### src/rtl/mc_ctrl_fsm.sv
// mc_ctrl_fsm: multi-cycle control sequencer for the MIPS core datapath.
// Steps each instruction through fetch/decode/execute/memory/writeback and
// drives every datapath select and strobe from the current state.
// Optional build macro MC_CTRL_ILLEGAL_TRAP_EN: illegal instructions park the
// FSM in TRAP and raise illegal_instr; otherwise they retire as a NOP.
//
// state    | meaning
// ---------+-------------------------------------------------------------
// FETCH    | read instruction at PC, PC += 4 when memory is ready
// DECODE   | decode opcode/funct, precompute branch target into ALUOut
// EXEC_R   | rs op rt for R-type
// EXEC_I   | rs op imm for addiu/ori/lui
// MEM_ADDR | rs + sign-extended imm for lw/sw
// MEM_RD   | load data read, waits on mem_ready
// MEM_WR   | store data write, waits on mem_ready
// WB_R     | write ALUOut to rd
// WB_I     | write ALUOut to rt
// WB_MEM   | write MDR to rt
// BRANCH   | beq compare, load PC from ALUOut when equal
// JUMP     | load PC with jump target
// TRAP     | illegal instruction, parked until reset (trap build only)

module mc_ctrl_fsm #(
    parameter int ST_W = 4
) (
    input  logic            clk,
    input  logic            rst,
    input  logic [5:0]      opcode,
    input  logic [5:0]      funct,
    input  logic            alu_zero,
    input  logic            mem_ready,
    output logic            pc_write,
    output logic            ir_write,
    output logic            mem_read,
    output logic            mem_write,
    output logic            iord,
    output logic            reg_write,
    output logic            reg_dst,
    output logic            mem_to_reg,
    output logic            ext_op,
    output logic            alu_src_a,
    output logic [1:0]      alu_src_b,
    output logic [2:0]      alu_ctrl,
    output logic [1:0]      pc_src,
    output logic [ST_W-1:0] state
`ifdef MC_CTRL_ILLEGAL_TRAP_EN
    , output logic          illegal_instr
`endif
);

    typedef enum logic [3:0] {
        S_FETCH    = 4'd0,
        S_DECODE   = 4'd1,
        S_EXEC_R   = 4'd2,
        S_EXEC_I   = 4'd3,
        S_MEM_ADDR = 4'd4,
        S_MEM_RD   = 4'd5,
        S_MEM_WR   = 4'd6,
        S_WB_R     = 4'd7,
        S_WB_I     = 4'd8,
        S_WB_MEM   = 4'd9,
        S_BRANCH   = 4'd10,
        S_JUMP     = 4'd11,
        S_TRAP     = 4'd12
    } state_t;

    localparam logic [2:0] ALU_ADD = 3'b000;
    localparam logic [2:0] ALU_SUB = 3'b001;
    localparam logic [2:0] ALU_AND = 3'b010;
    localparam logic [2:0] ALU_OR  = 3'b011;
    localparam logic [2:0] ALU_SLT = 3'b100;
    localparam logic [2:0] ALU_LUI = 3'b101;

    localparam logic [5:0] OP_RTYPE = 6'h00;
    localparam logic [5:0] OP_J     = 6'h02;
    localparam logic [5:0] OP_BEQ   = 6'h04;
    localparam logic [5:0] OP_ADDIU = 6'h09;
    localparam logic [5:0] OP_ORI   = 6'h0D;
    localparam logic [5:0] OP_LUI   = 6'h0F;
    localparam logic [5:0] OP_LW    = 6'h23;
    localparam logic [5:0] OP_SW    = 6'h2B;

    state_t     state_q, state_d;
    logic       funct_ok;
    logic [2:0] r_alu;
    logic       pc_write_raw, ir_write_raw, mem_read_raw, mem_write_raw, reg_write_raw;

    // Map R-type funct onto an ALU operation and flag unsupported encodings.
    always_comb begin
        funct_ok = 1'b1;
        r_alu    = ALU_ADD;
        case (funct)
            6'h21:   r_alu = ALU_ADD;
            6'h23:   r_alu = ALU_SUB;
            6'h24:   r_alu = ALU_AND;
            6'h25:   r_alu = ALU_OR;
            6'h2A:   r_alu = ALU_SLT;
            default: funct_ok = 1'b0;
        endcase
    end

    // Next-state selection and per-state datapath controls.
    always_comb begin
        state_d       = state_q;
        pc_write_raw  = 1'b0;
        ir_write_raw  = 1'b0;
        mem_read_raw  = 1'b0;
        mem_write_raw = 1'b0;
        reg_write_raw = 1'b0;
        iord          = 1'b0;
        reg_dst       = 1'b0;
        mem_to_reg    = 1'b0;
        alu_src_a     = 1'b0;
        alu_src_b     = 2'b00;
        alu_ctrl      = ALU_ADD;
        pc_src        = 2'b00;

        case (state_q)
            S_FETCH: begin
                mem_read_raw = 1'b1;
                alu_src_b    = 2'b01;
                if (mem_ready) begin
                    ir_write_raw = 1'b1;
                    pc_write_raw = 1'b1;
                    state_d      = S_DECODE;
                end
            end
            S_DECODE: begin
                alu_src_b = 2'b11;
                case (opcode)
                    OP_RTYPE: begin
`ifdef MC_CTRL_ILLEGAL_TRAP_EN
                        state_d = funct_ok ? S_EXEC_R : S_TRAP;
`else
                        state_d = funct_ok ? S_EXEC_R : S_FETCH;
`endif
                    end
                    OP_ADDIU, OP_ORI, OP_LUI: state_d = S_EXEC_I;
                    OP_LW, OP_SW:             state_d = S_MEM_ADDR;
                    OP_BEQ:                   state_d = S_BRANCH;
                    OP_J:                     state_d = S_JUMP;
`ifdef MC_CTRL_ILLEGAL_TRAP_EN
                    default:                  state_d = S_TRAP;
`else
                    // PC already advanced in FETCH, so this retires as a NOP.
                    default:                  state_d = S_FETCH;
`endif
                endcase
            end
            S_EXEC_R: begin
                alu_src_a = 1'b1;
                alu_ctrl  = r_alu;
                state_d   = S_WB_R;
            end
            S_EXEC_I: begin
                alu_src_a = 1'b1;
                alu_src_b = 2'b10;
                if (opcode == OP_ORI)      alu_ctrl = ALU_OR;
                else if (opcode == OP_LUI) alu_ctrl = ALU_LUI;
                else                       alu_ctrl = ALU_ADD;
                state_d = S_WB_I;
            end
            S_MEM_ADDR: begin
                alu_src_a = 1'b1;
                alu_src_b = 2'b10;
                state_d   = (opcode == OP_SW) ? S_MEM_WR : S_MEM_RD;
            end
            S_MEM_RD: begin
                mem_read_raw = 1'b1;
                iord         = 1'b1;
                if (mem_ready) state_d = S_WB_MEM;
            end
            S_MEM_WR: begin
                mem_write_raw = 1'b1;
                iord          = 1'b1;
                if (mem_ready) state_d = S_FETCH;
            end
            S_WB_R: begin
                reg_write_raw = 1'b1;
                reg_dst       = 1'b1;
                state_d       = S_FETCH;
            end
            S_WB_I: begin
                reg_write_raw = 1'b1;
                state_d       = S_FETCH;
            end
            S_WB_MEM: begin
                reg_write_raw = 1'b1;
                mem_to_reg    = 1'b1;
                state_d       = S_FETCH;
            end
            S_BRANCH: begin
                alu_src_a    = 1'b1;
                alu_ctrl     = ALU_SUB;
                pc_src       = 2'b01;
                pc_write_raw = alu_zero;
                state_d      = S_FETCH;
            end
            S_JUMP: begin
                pc_src       = 2'b10;
                pc_write_raw = 1'b1;
                state_d      = S_FETCH;
            end
            S_TRAP:  state_d = S_TRAP;
            default: state_d = S_FETCH;
        endcase
    end

    // Strobes are forced low while reset is held so nothing partial retires.
    always_comb begin
        pc_write  = pc_write_raw  & ~rst;
        ir_write  = ir_write_raw  & ~rst;
        mem_read  = mem_read_raw  & ~rst;
        mem_write = mem_write_raw & ~rst;
        reg_write = reg_write_raw & ~rst;
    end

    // Extender mode follows the decoded opcode in every state past FETCH.
    always_comb begin
        ext_op = 1'b0;
        if (state_q != S_FETCH) begin
            case (opcode)
                OP_ADDIU, OP_LW, OP_SW, OP_BEQ: ext_op = 1'b1;
                default:                        ext_op = 1'b0;
            endcase
        end
    end

    // State register with asynchronous return to FETCH.
    always_ff @(posedge clk or posedge rst) begin
        if (rst) state_q <= S_FETCH;
        else     state_q <= state_d;
    end

    assign state = ST_W'(state_q);

`ifdef MC_CTRL_ILLEGAL_TRAP_EN
    assign illegal_instr = (state_q == S_TRAP);
`endif

endmodule

### config.mk
export PLATFORM = sky130hd
export DESIGN_NAME = mc_ctrl_fsm
export DESIGN_NICKNAME = d
export VERILOG_FILES = /design/src/rtl/mc_ctrl_fsm.sv
export SDC_FILE = /design/constraint.sdc
export NUM_CORES = 1
export LEC_CHECK = 0
export CAP_MARGIN = 20
export CORE_MARGIN = 2
export CORE_UTILIZATION = 37
export CTS_CLUSTER_DIAMETER = 80
export CTS_CLUSTER_SIZE = 25
export DETAILED_ROUTE_END_ITERATION = 6
export PLACE_DENSITY = 0.78
export SLEW_MARGIN = 20
export SYNTH_ARGS = -nofsm -noshare
export SYNTH_HDL_FRONTEND = slang
export SYNTH_SLANG_ARGS = --single-unit
export TNS_END_PERCENT = 50
### constraint.sdc
create_clock -name clk -period 2.4 [get_ports clk]
set_input_delay 0.36 -clock clk [delete_from_list [all_inputs] [get_ports clk]]
set_output_delay 0.36 -clock clk [all_outputs]
set_load 0.05 [all_outputs]
==> metrics.cfg <==
[route]
antenna_left = 0
avgRoutedWirePerCell_um = 15.4
drt_iter0_drc = 36
drc = 0
drt_wl_total_um = 2370
dr_total_vias = 930
vias_per_cell = 6.04
firstDrtPassIters = 4

[clocking]
clock_latency_ps = 230
cts_buffer_depth = 2
cts_made_buffers = 3
cts_tree = built
post_cts_buffers = 0
cts.sinks = 4
cts-root-buf = clkbuf_4
htree_levels = 1
clkTransAtPathRegs_ps = 40

[sta]
rsz0062_at_grt = no
post-route-period-util_pct = 99.3
tns_ps = 0
period_minus_slack_ps = 2380
maxSlewViolCount = 0
clock.fmax_ghz = 0.420
tightest_slew_ps = 515
relSlewSlack_pct = 65.6
setup_viol = 0
finalHoldViolations = 0
fin_skew_ps = 1.29

[worst_setup_path]
startpoint = funct[5]
r2r_slack_ps = 860
critPathMaxStageDelay_ps = 520
r2r_cells = 5
crit_required_ps = 2040
cp_max_fo = 3
timing.rr.start = state[1]
path_class = in2out
r2r-end = state[1]
startpoint_type = input port
cp.arrival_ps = 2020
cp-endpoint = alu_ctrl[2]
slowest_stage = clkdlybuf4s50_1
crit_chain = clkdlybuf4s50_1 > nand2b_4 > or4_4 > or3_4 > o21ai_4 > buf_12
endpoint_kind = primary output

[layout]
drive_gt1_share_pct = 28.5
area_delta_synth_final_pct = 88.2
largest_reg_flops = 4
diodes = 0
nets = 155

[yosys]
syn_avg_cell_area_um2 = 6.84
ys_types = 37
yosysTopAreaCellShare_pct = 15.4
synth.most_common_cell = nor2_1
ys_warn_count = 0
synth_nets = 111
yosys-top-cells-count = 10 x nor2_1, 9 x a21oi_1, 7 x clkbuf_1, 7 x nand2b_1
seq_area_frac_synth_pct = 15.4
synth_xor_area_share_pct = 5.39
yosys.area_share.simple_pct = 41.0
synthArstFlopShare_pct = 100
synth_cells = 95
synth_top_family_by_area = simple AND/OR/NAND/NOR gates
ys.flop_type = dfrtp_1
synthMuxAreaShare_pct = 6.36
synth_compound_area_share_pct = 25.4
synth_area_um2 = 649
synth_edf_count = 0
ys_ff_latch = 4
synth_top_area_cell = dfrtp_1
synthAdderAreaFrac_pct = 0
ys_top_cells_by_area = dfrtp_1 15%, a21oi_1 6.9%, nand2b_1 6.7%

[die]
die_h_um = 45.9
core_area_um2 = 1690
die_area_um2 = 2110
row_count = 15
initial_utilization_pct = 38.4
die_w_um = 45.9
io_pins = 37

[power]
vdd_drop_max_v = 0.000555
finalPower_mw = 1.24
power_leakage_nw = 0.504
powerDensity_nw_per_um2 = 1010

[global_routing]
grt_pass1_vias = 858
grt_pass1_wl_um = 3710
track_usage_pct = 23.5
grt_overflow = 0
grt_max_degree = 17
antenna_found_initial = 0

[outcome]
status = finished clean

[hold_path]
hp-class = in2async

[place]
dp_hpwl_um = 1800
gp_congestion = 0.856
io_buffers = 36

[flow_run]
maxCapViolCount = 0

==> layer usage <==
layer  routed length [um]  global-route usage [%]
met1                 1000                    30.0
met2                 1200                    40.3
met3                  127                    2.38
met4                   40                    8.57
met5                    0                       0
==> what timing repair did <==
item | in CTS | in global routing
hold buffers | 0 | 0
setup endpoints to repair | 1 | 1
gates resized for setup | 1 | 3
==> layout make-up <==
type | instances | area (um2)
Multi-Input combinational cell | 80 | 556
Tap cell | 17 | 21.3
Clock buffer | 3 | 22.5
Fill cell | 123 | 467
Timing Repair Buffer | 46 | 508
Sequential cell | 4 | 100
Inverter | 4 | 15.0
==> through the flow <==
| step | util (%) | setup slack, ps | area (um2) | std cells | hold slack [ps] |
|---|---|---|---|---|---|
| 6_report | 72.4 | 16.4 | 1220 | 154 | 479 |
| 3_5_place_dp | 69.6 | -17.4 | 1180 | 151 | 656 |
| 4_1_cts | 71.2 | 42.6 | 1200 | 154 | 487 |
| 2_1_floorplan | - | -161 | 673 | 95 | 140 |
| 3_3_place_gp | 69.6 | 44.4 | 1180 | 151 | 652 |
| 5_1_grt | 72.4 | 11.4 | 1220 | 154 | 511 |
==> critical path: cells and delay by family <==
family / cells / cell delay, ps
buffers and inverters: 2 / 680
AOI/OAI and AO/OA: 1 / 80
and+or+nand+nor: 3 / 890
==> cells in the final DEF, fill, tap and decap left out, types with 2 or more instances in the layout <==
master,netlist,layout
dfrtp_1,4,4
buf_12,0,9
o21ai_0,2,2
mux2i_1,3,3
nor2_1,10,10
nor4_1,4,3
inv_1,4,4
xor2_1,3,3
a21oi_1,9,9
o211ai_1,2,2
clkbuf_4,0,3
nor3_1,6,5
o22ai_1,2,2
nand2_1,6,6
nand2b_4,1,2
or2_1,2,2
nand2b_1,7,6
buf_4,0,17
clkdlybuf4s50_1,0,20
==> logic make-up after synthesis <==
logic type | after synthesis
AOI/OAI and AO/OA | 26
xor gates and xnor gates | 4
buffers and inverters | 11
DFF | 4
muxes | 4
and+or+nand+nor | 46
==> where the power goes <==
group	internal, mW	switching, mW	total [mW]
Clock	0.0559	0.0271	0.0831
Combinational	0.413	0.628	1.04
Sequential	0.0928	0.0219	0.115
==> how the worst min path moves through the flow <==
stage / to / startpoint / depth (start not counted) / slack (ps)
finish: state[1] / rst / 2 / 480
global route: state[3] / rst / 2 / 510
CTS: state[1] / rst / 2 / 490
detailed placement: state[0] / state[3] / 2 / 660
global placement: state[0] / state[3] / 2 / 650
floorplan: state[0] / rst / 1 / 140
Note: power is estimated with default switching activity, not from simulation.
